`config.mk`:
```
export PLATFORM = sky130hd
export DESIGN_NAME = vending_machine_multi
export DESIGN_NICKNAME = d
export VERILOG_FILES = /design/src/rtl/vending_machine_multi.sv
export SDC_FILE = /design/constraint.sdc
export NUM_CORES = 1
export LEC_CHECK = 0
export CAP_MARGIN = 10
export CELL_PAD_IN_SITES_DETAIL_PLACEMENT = 1
export CELL_PAD_IN_SITES_GLOBAL_PLACEMENT = 1
export CORE_MARGIN = 4
export CORE_UTILIZATION = 40
export DETAILED_ROUTE_END_ITERATION = 6
export PLACE_DENSITY_LB_ADDON = 0.1
export SLEW_MARGIN = 10
export SYNTH_ARGS = -nofsm -noshare
export SYNTH_HDL_FRONTEND = slang
export SYNTH_SLANG_ARGS = --single-unit
```
`constraint.sdc`:
```
create_clock -name clk -period 4.7 [get_ports clk]
set_input_delay 1.175 -clock clk [delete_from_list [all_inputs] [get_ports clk]]
set_output_delay 1.175 -clock clk [all_outputs]
set_load 0.01 [all_outputs]
```
`src/rtl/vending_machine_multi.sv`:
```
// Multi-product vending controller: saturating coin credit, per-item pricing and serial change return.
// Optional per-item stock counters with restock and sold_out are enabled by defining STOCK_TRACK_EN.
module vending_machine_multi #(
  parameter int NUM_ITEMS = 4,
  parameter int CREDIT_W  = 6,
  parameter logic [NUM_ITEMS*CREDIT_W-1:0] PRICE_VEC = {6'd7, 6'd5, 6'd4, 6'd3},
  parameter int SEL_W     = $clog2(NUM_ITEMS)
`ifdef STOCK_TRACK_EN
  ,
  parameter int STOCK_W    = 4,
  parameter int INIT_STOCK = 9
`endif
) (
  input  logic                 clk,
  input  logic                 rst,
  input  logic                 coin_valid,
  input  logic [1:0]           coin_val,
  input  logic                 sel_valid,
  input  logic [SEL_W-1:0]     sel_item,
  input  logic                 cancel,
`ifdef STOCK_TRACK_EN
  input  logic                 restock,
  output logic [NUM_ITEMS-1:0] sold_out,
`endif
  output logic [CREDIT_W-1:0]  credit,
  output logic [NUM_ITEMS-1:0] item_out,
  output logic                 change_out,
  output logic                 coin_reject,
  output logic                 sel_deny,
  output logic                 busy,
  output logic [1:0]           state_dbg
);

  typedef enum logic [1:0] {IDLE = 2'd0, COLLECT = 2'd1, DISPENSE = 2'd2, CHANGE = 2'd3} state_e;

  localparam int CW1 = CREDIT_W + 1;
  localparam logic [CREDIT_W:0] MAX_CREDIT  = {1'b0, {CREDIT_W{1'b1}}};
  localparam logic [SEL_W:0]    NUM_ITEMS_W = (SEL_W+1)'(NUM_ITEMS);

  state_e              state_q, state_d;
  logic [CREDIT_W-1:0] credit_q, credit_d;
  logic [SEL_W-1:0]    sel_q, sel_d;
  logic                coin_reject_q, coin_reject_d;
  logic                sel_deny_q, sel_deny_d;

  logic [CREDIT_W:0]   coin_units, coin_sum;
  logic [CREDIT_W-1:0] price_sel;
  logic                stock_ok;
  logic                sel_ok;
  logic                honoured;

  always_comb begin
    coin_units = CW1'(1);
    case (coin_val)
      2'd0:    coin_units = CW1'(1);
      2'd1:    coin_units = CW1'(2);
      2'd2:    coin_units = CW1'(5);
      default: coin_units = CW1'(10);
    endcase
    coin_sum = {1'b0, credit_q} + coin_units;
  end

  always_comb begin
    price_sel = '0;
    for (int i = 0; i < NUM_ITEMS; i++) begin
      if (sel_item == SEL_W'(i)) price_sel = PRICE_VEC[i*CREDIT_W +: CREDIT_W];
    end
  end

  assign sel_ok = ({1'b0, sel_item} < NUM_ITEMS_W) && (credit_q >= price_sel) && stock_ok;

  always_comb begin
    state_d       = state_q;
    credit_d      = credit_q;
    sel_d         = sel_q;
    coin_reject_d = 1'b0;
    sel_deny_d    = 1'b0;
    honoured      = 1'b0;
    case (state_q)
      IDLE, COLLECT: begin
        // A cycle taken by an honoured cancel or purchase cannot also bank a coin.
        if (cancel && state_q == COLLECT) begin
          honoured = 1'b1;
          state_d  = CHANGE;
        end else if (sel_valid) begin
          if (state_q == COLLECT && sel_ok) begin
            honoured = 1'b1;
            credit_d = credit_q - price_sel;
            sel_d    = sel_item;
            state_d  = DISPENSE;
          end else begin
            sel_deny_d = 1'b1;
          end
        end
        if (coin_valid) begin
          if (honoured || coin_sum > MAX_CREDIT) begin
            coin_reject_d = 1'b1;
          end else begin
            credit_d = coin_sum[CREDIT_W-1:0];
            state_d  = COLLECT;
          end
        end
      end
      DISPENSE: begin
        coin_reject_d = coin_valid;
        sel_deny_d    = sel_valid;
        state_d       = (credit_q != '0) ? CHANGE : IDLE;
      end
      default: begin
        coin_reject_d = coin_valid;
        sel_deny_d    = sel_valid;
        credit_d      = (credit_q != '0) ? credit_q - 1'b1 : '0;
        if (credit_q <= CREDIT_W'(1)) state_d = IDLE;
      end
    endcase
  end

  always_ff @(posedge clk) begin
    if (rst) begin
      state_q       <= IDLE;
      credit_q      <= '0;
      sel_q         <= '0;
      coin_reject_q <= 1'b0;
      sel_deny_q    <= 1'b0;
    end else begin
      state_q       <= state_d;
      credit_q      <= credit_d;
      sel_q         <= sel_d;
      coin_reject_q <= coin_reject_d;
      sel_deny_q    <= sel_deny_d;
    end
  end

`ifdef STOCK_TRACK_EN
  logic [STOCK_W-1:0] stock_q [NUM_ITEMS];
  logic [STOCK_W-1:0] stock_d [NUM_ITEMS];

  always_comb begin
    stock_ok = 1'b0;
    sold_out = '0;
    for (int i = 0; i < NUM_ITEMS; i++) begin
      sold_out[i] = (stock_q[i] == '0);
      if (sel_item == SEL_W'(i)) stock_ok = (stock_q[i] != '0);
    end
  end

  // DISPENSE only lasts one cycle, so state_d == DISPENSE marks the entry cycle.
  always_comb begin
    for (int i = 0; i < NUM_ITEMS; i++) begin
      stock_d[i] = stock_q[i];
      if (state_q == IDLE && restock) stock_d[i] = STOCK_W'(INIT_STOCK);
      if (state_d == DISPENSE && sel_item == SEL_W'(i)) stock_d[i] = stock_q[i] - 1'b1;
    end
  end

  always_ff @(posedge clk) begin
    for (int i = 0; i < NUM_ITEMS; i++) begin
      if (rst) stock_q[i] <= STOCK_W'(INIT_STOCK);
      else     stock_q[i] <= stock_d[i];
    end
  end
`else
  assign stock_ok = 1'b1;
`endif

  always_comb begin
    item_out = '0;
    for (int i = 0; i < NUM_ITEMS; i++) begin
      if (state_q == DISPENSE && sel_q == SEL_W'(i)) item_out[i] = 1'b1;
    end
  end

  assign credit      = credit_q;
  assign change_out  = (state_q == CHANGE);
  assign busy        = (state_q == DISPENSE) || (state_q == CHANGE);
  assign coin_reject = coin_reject_q;
  assign sel_deny    = sel_deny_q;
  assign state_dbg   = state_q;

endmodule

```
# Word-level counts from Yosys, hierarchy flattened
# Cells that the tools add are included.
[op_classes]
n_eq_ne = 11
n_reduce_logical = 16
n_bitwise = 1
magnitude_cmp = 3
n_addsub = 3
n_mux = 35
[ops]
columns = ["operator", "count"]
rows = [
  ["$mux W6", 9],
  ["$mux W2", 8],
  ["$mux W1", 15],
  ["$eq A2 B2 Y1 const B", 7],
  ["$pmux W4 S3", 1],
  ["$pmux W6 S2", 1],
  ["$eq A2 B1 Y1 const B", 4],
  ["$logic_not A2 Y1", 4],
  ["$add A6 B7 Y7", 1],
  ["$gt A7 B6 Y1 const B", 1],
  ["$ge A6 B6 Y1", 1],
  ["$le A6 B1 Y1 const B", 1],
  ["$logic_and A1 B1 Y1", 6],
  ["$reduce_bool A6 Y1", 1],
  ["$sub A6 B1 Y6 const B", 1],
  ["$sub A6 B6 Y6", 1],
  ["$pmux W2 S2", 1],
  ["$reduce_and A4 Y1", 1],
  ["$reduce_bool A3 Y1", 1],
  ["$logic_or A1 B1 Y1", 2],
  ["$reduce_or A2 Y1", 1],
  ["$not A1 Y1", 1],
]
[word_totals]
word_cells = 74
inputBits = 9
regBits = 12

# Longest topological paths before layout
[logic_depth]
word_depth = 15
ltp_mapped = 11
ltp_nobuf = 11

# Worst setup path before layout
# OpenSTA, ideal clock, no wires.
[synth_path]
path_type = "input to register"
from = "in sel_item[1]"
to = "reg credit_q[1] (netlist: credit[1])"
arrival_ps = 3219
cell_stages = 11
slack_ps = 1359
path_cell_list = "inv_1 > ha_1 > inv_1 > ha_1 > inv_1 > fa_1 > a211oi_4 > nand4b_4 > a211oi_4 > nor3_1 > a311o_1"
[synth_via]
elab_chain_cells = 15
[synth_rtl]
columns = ["item", "line_no", "text"]
rows = [
  ["start: declaration", "19", "input logic [SEL_W-1:0] sel_item,"],
  ["$logic_not A2 Y1", "66", "if (sel_item == SEL_W'(i)) price_sel = PRICE_VEC[i*CREDIT_W +: CREDIT_W];"],
  ["$mux W2", "66", ""],
  ["$mux W6 (2 in series)", "66", ""],
  ["$mux W6 (*)", "66", ""],
  ["$ge A6 B6 Y1", "70", "assign sel_ok = ({1'b0, sel_item} < NUM_ITEMS_W) && (credit_q >= price_sel) && stock_ok;"],
  ["$logic_and A1 B1 Y1", "86", "if (state_q == COLLECT && sel_ok) begin"],
  ["$mux W1", "86", ""],
  ["$mux W1", "85", "end else if (sel_valid) begin"],
  ["$mux W1", "82", "if (cancel && state_q == COLLECT) begin"],
  ["$mux W1", "79", "case (state_q)"],
  ["$logic_or A1 B1 Y1", "96", "if (honoured || coin_sum > MAX_CREDIT) begin"],
  ["$mux W6", "96", ""],
  ["$mux W6 (*)", "95", "if (coin_valid) begin"],
  ["$pmux W6 S2 (*)", "79", ""],
  ["end signal: assignment", "127", "credit_q <= credit_d;"],
  ["end: declaration", "41", "logic [CREDIT_W-1:0] credit_q, credit_d;"],
]
# Every way passes the cells marked *; elsewhere a longest branch is shown, timed or not. The select of a mux whose other input is x is not followed.
# A chain may end at the register's enable or synchronous reset.

# Final worst setup path
# Ends and elaborated chain as after synthesis.

==> results_dict.tcl <==
set metrics [dict create \
    clock_skew_ns 0.01015 \
    drive_gt1_share_pct 9.639 \
    gr-total-overflow 0 \
    worstPathArrival_ns 3.93 \
    final_cells 197 \
    drt-total-wl_um 3705 \
    crit_chain "clkdlybuf4s50_1 -> inv_1 -> ha_1 -> inv_1 -> ha_1 -> inv_1 -> fa_1 -> a211oi_4 -> nand4b_4 -> a211oi_4 -> nor3_1 -> a311o_1" \
    core.rowCount 19 \
    cts_setup_buffers 0 \
    power_density_mw_per_mm2 337.1 \
    grt_pass1_vias 1244 \
    critPathCapture "credit[1]" \
    holdWs_ns 0.5687 \
    remaining_drc_errors 0 \
    syn_inst 145 \
    core-area_mm2 0.002853 \
    gp_congestion 0.8606 \
    synth_warnings 0 \
    finalSetupTns_ns 0 \
    final_common_cell "clkdlybuf4s50_1" \
    synth_edf_count 0 \
    status "finished, final reports clean" \
    r2r-end "credit[1]" \
    seqPwrFrac_pct 30.0 \
    ant_nets 0 \
    start_util_pct 43.55 \
    cts_buffers 3 \
    slowest_stage "clkdlybuf4s50_1" \
    htreeDepth 1 \
    hold_viol_final 0 \
    r2r_slack_ns 2.05 \
    hold_buffers 0 \
    syn_avg_cell_area_um2 8.569 \
    worst_pin_slew_ns 0.5655 \
    dp_hpwl_um 2906 \
    fin_nets 189 \
    synthArstFlopShare_pct 0 \
    max-cap-violations 0 \
    cts_root_buffer "clkbuf_4" \
    synth_nets 167 \
    drtIter0Drc 45 \
    rr_worst_depth 9 \
    crit_fanout 7 \
    area_delta_synth_final_pct 22.86 \
    power_switching_mw 0.2249 \
    ys.flop_type "dfxtp_1" \
    io_buffers 24 \
    swShare_pct 43.72 \
    vdd_ir_drop_max_mv 0.1854 \
    clock_path_buffers 2 \
    dieArea_mm2 0.004062 \
    cts_sinks 12 \
    io_pins 25 \
    die_w_um 63.73 \
    timing.fmax_mhz 266.8 \
    multiInputGateArea_um2 933.4 \
    diodes 0 \
    die_h_um 63.73 \
    cp-startpoint "sel_item[1]" \
    critPathMaxStageDelay_ns 0.48 \
    grt_usage_pct 19.64 \
    vias_per_cell 6.030 \
    crit_path_end_kind "flop" \
    crit_path_frequent_cell "inv_1" \
    grt_max_degree 18 \
    p_int_mw 0.2896 \
    fin_crit_sh_pct 79.75 \
    seqCellArea_um2 240.2 \
    synth_area_mm2 0.001242 \
    ys_seq_elements 12 \
    crit_required_ns 4.88 \
    cts_resized 0 \
    min_path_type "flop to flop" \
    fillers 344 \
    maxSlewViolCount 0 \
    place_inst 193 \
    clkTransAtPathRegs_ns 0.08 \
    via_count 1188 \
    clk_latency_ns 0.30 \
    ys_seq_area_share_pct 19.34 \
    pwr-share-clk_pct 17.7 \
    reg2reg_from "credit[0]" \
    final_cell_mix "clkdlybuf4s50_1 (24), a21oi_1 (14), nor2_1 (12), dfxtp_1 (12), ha_1 (11)" \
    wl_per_cell_um 18.81 \
    relSlewSlack_pct 61.99 \
    cp-start-kind "input pin" \
    fin_crit_ns 3.748 \
    comb_power_share_pct 52.3 \
    antenna_found_initial 0 \
    grt_pass1_wl_um 6189 \
    power.leakage_nw 0.6206 \
    cts_tree "done" \
    rsz0062_at_grt "false" \
    synth_cell_type_count 52 \
    first_pass_iters 4 \
    criticalPathCategory "input pin to flop" \
    setup_viol 0 \
]
==> area by class of cell <==
| cell class | instances | area share [%] |
|---|---|---|
| clock buffer | 4 | 2.377 |
| tap | 31 | 2.541 |
| inverter | 10 | 2.459 |
| timing repair buffer | 24 | 15.74 |
| sequential | 12 | 15.74 |
| multi-input combinational | 116 | 61.15 |
==> routing by layer <==
| metal | share of wire (%) | vias up | track usage [%] |
|---|---|---|---|
| li1 | - | 579 | - |
| met1 | 45 | 575 | 24.71 |
| met2 | 49 | 28 | 32.86 |
| met3 | 4.6 | 6 | 4.553 |
| met4 | 1.3 | 0 | 7.008 |
| met5 | 0 | - | 0 |
==> worst max-delay path: cells and delay by family <==
kind,cells,cell delay (ns)
AND/OR/NAND/NOR,2,0.29
adder cells (fa/ha/maj),3,0.77
buffers and inverters,4,0.64
AO/OA/AOI/OAI,3,1.04
==> flip-flops by register name, summed over array words and instances, names as in the netlist <==
signal,count
sel_deny,1
coin_reject,1
state_dbg,2
credit,6
sel_q,2
==> how the worst min path moves through the flow <==
stage | start | endpoint | slack, ns | cells past startpoint
floorplan | sel_q[0] | sel_q[0] | 0.51 | 2
global placement | sel_q[0] | sel_q[0] | 0.55 | 2
detailed placement | sel_q[1] | sel_q[1] | 0.56 | 2
CTS | sel_q[1] | sel_q[1] | 0.57 | 2
global route | sel_q[1] | sel_q[1] | 0.63 | 2
finish | sel_q[1] | sel_q[1] | 0.57 | 2
==> per-stage QoR <==
stage / utilization (%) / instance area (um2) / total power [mW] / worst slack (ns)
after floorplan: - / 1242 / 0.3373 / 1.359
after global placement: 52.24 / 1490 / 0.4104 / 0.7296
after detailed placement: 52.24 / 1490 / 0.4256 / 0.6568
after CTS: 53.51 / 1526 / 0.5171 / 0.9454
after global routing: 53.51 / 1526 / 0.5559 / 0.7488
final: 53.51 / 1526 / 0.5145 / 0.9518
==> Yosys cell counts, drive strengths merged (2+ instances only) <==
master	instances	share of area, %
a2111oi	2	1.9
a211o	2	1.4
a211oi	6	5.6
a21oi	14	5.6
a31oi	3	2.0
and2	2	1.0
buf	2	1.0
clkbuf	5	1.5
dfxtp	12	19
fa	2	3.2
ha	11	11
inv	10	3.0
mux2i	7	5.6
nand2	6	1.8
nand2b	2	1.0
nand3b	2	1.2
nand4b	2	3.8
nor2	13	4.5
nor3	6	2.4
nor4	2	1.5
nor4bb	2	1.6
o21a	2	1.2
o21ai	5	2.0
or2	2	1.0
or3	2	1.0
xor2	2	1.4
==> power groups by stage <==
stage	clock network [mW]	logic (mW)	registers, mW
3_5_place_dp	0	0.270	0.156
2_1_floorplan	0	0.197	0.140
5_1_grt	0.0980	0.298	0.160
6_report	0.0911	0.269	0.154
4_1_cts	0.0919	0.271	0.154
3_3_place_gp	0	0.256	0.154
==> cell families after synthesis <==
kind of cell	after synthesis	share of synthesized area [%]
AOI/OAI and AO/OA	42	25.08
muxes	8	6.546
xor gates and xnor gates	3	2.115
DFF	12	19.34
and+or+nand+nor	50	27.09
adders and majority gates	13	14.30
buffers and inverters	17	5.539
No activity file was read; power rests on OpenSTA's default activity.
